`src/rtl/serial_adder_pkg.sv`:
```
// Shared types for the bit-serial adder: FSM state encoding and default operand width.
package serial_adder_pkg;

    localparam int DEFAULT_WIDTH = 8;
    localparam int STATE_W       = 2;

    typedef enum logic [STATE_W-1:0] {
        IDLE = 2'd0,
        RUN  = 2'd1,
        DONE = 2'd2
    } state_t;

endpackage

```
`src/rtl/fa.sv`:
```
// 1-bit full adder, purely combinational.
module fa (
    input  logic a,
    input  logic b,
    input  logic cin,
    output logic s,
    output logic cout
);

    assign s    = a ^ b ^ cin;
    assign cout = (a & b) | (a & cin) | (b & cin);

endmodule

```
`src/rtl/serial_adder_ctrl.sv`:
```
// Bit-serial adder, LSB first through one full adder: done pulses WIDTH+1 cycles after an accepted start;
// start is ignored while busy/done. Optional subtraction (a + ~b + 1) under SERIAL_ADDER_SUB_EN.
module serial_adder_ctrl
    import serial_adder_pkg::*;
#(
    parameter int WIDTH = DEFAULT_WIDTH
) (
    input  logic             clk,
    input  logic             rst,
    input  logic             start,
    input  logic [WIDTH-1:0] a,
    input  logic [WIDTH-1:0] b,
    input  logic             cin,
`ifdef SERIAL_ADDER_SUB_EN
    input  logic             sub,
`endif
    output logic             busy,
    output logic             done,
    output logic [WIDTH-1:0] sum,
    output logic             cout
);

    localparam int CW = $clog2(WIDTH);

    state_t           state_q;
    state_t           state_d;
    logic [WIDTH-1:0] opa;
    logic [WIDTH-1:0] opb;
    logic [WIDTH-1:0] res_sh;
    logic [CW-1:0]    cnt;
    logic             carry;
    logic             last_bit;
    logic             fa_s;
    logic             fa_co;
    logic [WIDTH-1:0] b_in;
    logic             c_in;

`ifdef SERIAL_ADDER_SUB_EN
    // Two's-complement subtract: invert B and force the initial carry to 1.
    assign b_in = sub ? ~b : b;
    assign c_in = sub ? 1'b1 : cin;
`else
    assign b_in = b;
    assign c_in = cin;
`endif

    assign last_bit = (cnt == CW'(WIDTH - 1));

    fa u_fa (
        .a    (opa[0]),
        .b    (opb[0]),
        .cin  (carry),
        .s    (fa_s),
        .cout (fa_co)
    );

    always_ff @(posedge clk or posedge rst) begin
        if (rst) begin
            state_q <= IDLE;
        end else begin
            state_q <= state_d;
        end
    end

    always_comb begin
        state_d = state_q;
        busy    = 1'b0;
        done    = 1'b0;
        unique case (state_q)
            IDLE: begin
                if (start) state_d = RUN;
            end
            RUN: begin
                busy = 1'b1;
                if (last_bit) state_d = DONE;
            end
            DONE: begin
                done    = 1'b1;
                state_d = IDLE;
            end
            default: state_d = IDLE;
        endcase
    end

    always_ff @(posedge clk or posedge rst) begin
        if (rst) begin
            opa    <= '0;
            opb    <= '0;
            res_sh <= '0;
            cnt    <= '0;
            carry  <= 1'b0;
            sum    <= '0;
            cout   <= 1'b0;
        end else begin
            unique case (state_q)
                IDLE: begin
                    if (start) begin
                        opa   <= a;
                        opb   <= b_in;
                        carry <= c_in;
                        cnt   <= '0;
                    end
                end
                RUN: begin
                    opa    <= {1'b0, opa[WIDTH-1:1]};
                    opb    <= {1'b0, opb[WIDTH-1:1]};
                    carry  <= fa_co;
                    cnt    <= cnt + 1'b1;
                    res_sh <= {fa_s, res_sh[WIDTH-1:1]};
                    // Visible result only moves on the edge that completes the last bit.
                    if (last_bit) begin
                        sum  <= {fa_s, res_sh[WIDTH-1:1]};
                        cout <= fa_co;
                    end
                end
                default: ;
            endcase
        end
    end

endmodule

```
`config.mk`:
```
export PLATFORM = sky130hd
export DESIGN_NAME = serial_adder_ctrl
export DESIGN_NICKNAME = d
export VERILOG_FILES = /design/src/rtl/serial_adder_pkg.sv /design/src/rtl/fa.sv /design/src/rtl/serial_adder_ctrl.sv
export SDC_FILE = /design/constraint.sdc
export NUM_CORES = 1
export LEC_CHECK = 0
export CAP_MARGIN = 10
export CORE_MARGIN = 3
export CORE_UTILIZATION = 28
export CTS_CLUSTER_SIZE = 16
export DETAILED_ROUTE_END_ITERATION = 12
export SLEW_MARGIN = 0
export SYNTH_ARGS = -nofsm -noshare
export SYNTH_HDL_FRONTEND = slang
export SYNTH_SLANG_ARGS = --single-unit
```
`constraint.sdc`:
```
create_clock -name clk -period 2 [get_ports clk]
set_input_delay 0.2 -clock clk [delete_from_list [all_inputs] [get_ports clk]]
set_output_delay 0.2 -clock clk [all_outputs]
set_load 0.05 [all_outputs]
```
==> metrics.md <==
| Metric | Value |
|---|---|
| Outcome | `completed` |
| Hold Crit Class | `input pin to async pin` |
| Routed WL | `3.37 mm` |
| Final hold violation count | `0` |
| Post-CTS setup buffer count | `0` |
| Worst-Skew Late Latency | `0.29 ns` |
| Synth area leaders | `dfrtp_1, mux2_2, nor3b_1, inv_1, nor2b_1` |
| Final non-filler cell total | `252` |
| Gr usage total | `10.3%` |
| Reg2Reg Setup Slack | `approximately 0.33 ns` |
| Startpoint Class | `register` |
| CTS Buf Count | `5` |
| Cells after DPL | `244` |
| Post-CTS Hold Buffers | `0` |
| RSZ-0062 raised after global routing | `no` |
| Critical path class | `register to register` |
| Leakage | `0.976 nW` |
| Number of remaining DRC errors | `0` |
| Setup TNS | `0 ns` |
| Die H | `85.5 um` |
| Min Tclk post-route | `between 1.5 and 2 ns` |
| Post-synthesis net count | `168` |
| Worst setup EP type | `register` |
| Period utilization | `between 80% and 90%` |
| Worst Reg2Reg Path Length in Cells | `4` |
| Clock buffer depth | `2` |
| Post-synth top area cell | `dfrtp_1` |
| Global-route wire length before repair | `5.87 mm` |
| Power Density | `1570 nW/um2` |
| Iteration-0 DRC Markers | `57` |
| Register bit total from synthesis | `38` |
| Worst-path clk slew | `0.07 ns` |
| Mapped Area | `1770 um2` |
| Fin area | `2250 um2` |
| Post-synth ARST share | `100%` |
| Drt via density | `4.74` |
| Worst r2r src | `cnt[0]` |
| CTS tree | `done` |
| Rows | `28` |
| Mapped Avg Cell Area | `12.2 um2` |
| Vias | `1194` |
| RD Place Congestion | `0.716` |
| Initial Utilization | `29.4%` |
| Yosys warns | `0` |
| Area growth syn-to-layout | `27.0%` |
| Final ANT Viol Nets | `0` |
| Die Wd | `85.5 um` |
| # diodes | `0` |
| Final net count | `approximately 200` |
| RR Endpoint | `sum[6]` |
| Routed WL per cell | `~13 um` |
| CTS resizes | `0` |
| Global route overflow | `0` |
| Pins Over Slew Limit | `0` |
| Number of port buffers | `30` |
| DRT Pass-1 Iters | `4` |
| Worst Path Arrival | `~1.8 ns` |
| I/O pin count | `31` |
| DIE AREA | `roughly 7300 um2` |
| Share of cells above drive strength 1 | `approximately a fifth` |
| Peak VDD IR | `between 0.7 and 0.8 mV` |
| Relative slew slack | `57.9%` |
| Max-Cap Viols | `0` |
| Netlist cell types | `27` |
| Clock root buffer | `clkbuf_8` |
| Placed cell area | `roughly 2200 um2` |
| Worst-path fanout max | `10` |
| Post-synth EDFFs | `0` |
| CTS sink count | `38` |
| Initial antenna violation count | `0` |
| Post-Syn Instances | `145` |
| Vias in the first global route | `1207` |
| # setup viols final | `0` |
| Largest net degree at the start of global routing | `39` |
| Fmax achieved | `599 MHz` |
| Detail Placement HPWL | `2.36 mm` |
| Post-synthesis sequential area ratio | `between 50% and 60%` |
| Slew of the pin with the lowest slew margin | `0.629 ns` |
| WP data required | `2.18 ns` |
| Core box area | `6030 um2` |
| Worst Skew | `0.00410 ns` |
| H-tree depth | `2` |
| Top FF cell, synth | `dfrtp_1` |
| Share of the synthesized area in the top cell type | `53.7%` |
## cells in the mapped netlist (3+ instances only)
cell type,number
a211oi_1,6
a221oi_1,6
a222oi_1,3
buf_2,4
buf_6,3
clkbuf_1,5
dfrtp_1,38
inv_1,19
mux2_2,16
nor2b_1,10
nor3b_1,12
nor4b_1,6
## metal layers
metal  track usage (%)  up-vias  wire, um
met1              12.8      605      1570
met2              16.2       17      1610
met4              5.61        0        85
li1                  -      566         -
met3              2.59        6       107
met5                 0        -         0
## power breakdown
group          total (mW)  internal [mW]  switching [mW]
registers            1.36           1.14           0.213
clock network       0.536          0.278           0.258
logic                1.64          0.767           0.870
## area by class of cell
class,count,area (um2)
flip-flops and latches,38,951
clock inverters,1,5.00
well taps,75,93.8
repair buffers,37,373
fillers,608,3780
inverters,19,71.3
clock buffers,7,86.3
multi-input cells,75,668
## worst max-delay path by stage
stage	start	to	slack, ns	depth (start not counted)
after floorplan	state_q[1]	done	0.33	3
after global placement	cnt[0]	sum[4]	0.38	4
after detailed placement	cnt[0]	sum[6]	0.32	4
after CTS	sum[7]	sum[7]	0.32	1
after global routing	cnt[0]	sum[0]	0.27	4
final	cnt[0]	sum[6]	0.33	4
## flip-flops by register name, indices dropped and copies added, names as in the netlist
signal   flops
opa          8
cout         1
res_sh       7
opb          8
carry        1
state_q      2
cnt          3
sum          8
## metrics by stage
stage	hold WS, ns	utilization (%)	setup slack (ns)	power, mW
CTS	0.347	37.3	0.316	3.58
floorplan	0.392	-	0.335	2.58
finish	0.331	37.3	0.331	3.53
detailed placement	0.472	35.8	0.324	3.04
global placement	0.466	35.8	0.378	3.00
global route	0.382	37.3	0.270	3.79
## critical path: stages, from the launching register on
cell,delay [ns]
dfrtp_1,0.39
ha_1,0.20
ha_1,0.19
nand3b_1,0.38
mux2_2,0.39
## kinds of logic after synthesis
logic type | synth area share (%)
AOI/OAI and AO/OA | 9.82
adders and majority gates | 2.54
buffers and inverters | 8.55
DFF | 53.7
muxes | 10.8
and+or+nand+nor | 14.6
## cells in the final DEF (no fill, tap or decap), types with 2 or more instances in the layout
cell	count
dfrtp_1	38
clkdlybuf4s50_1	28
inv_1	19
mux2_2	16
nor3b_1	12
nor2b_1	10
buf_4	7
a221oi_1	6
nor4b_1	6
a211oi_1	6
clkbuf_8	6
a222oi_1	3
a22o_1	2
ha_1	2
buf_12	2
No activity file was read; power rests on OpenSTA's default activity.
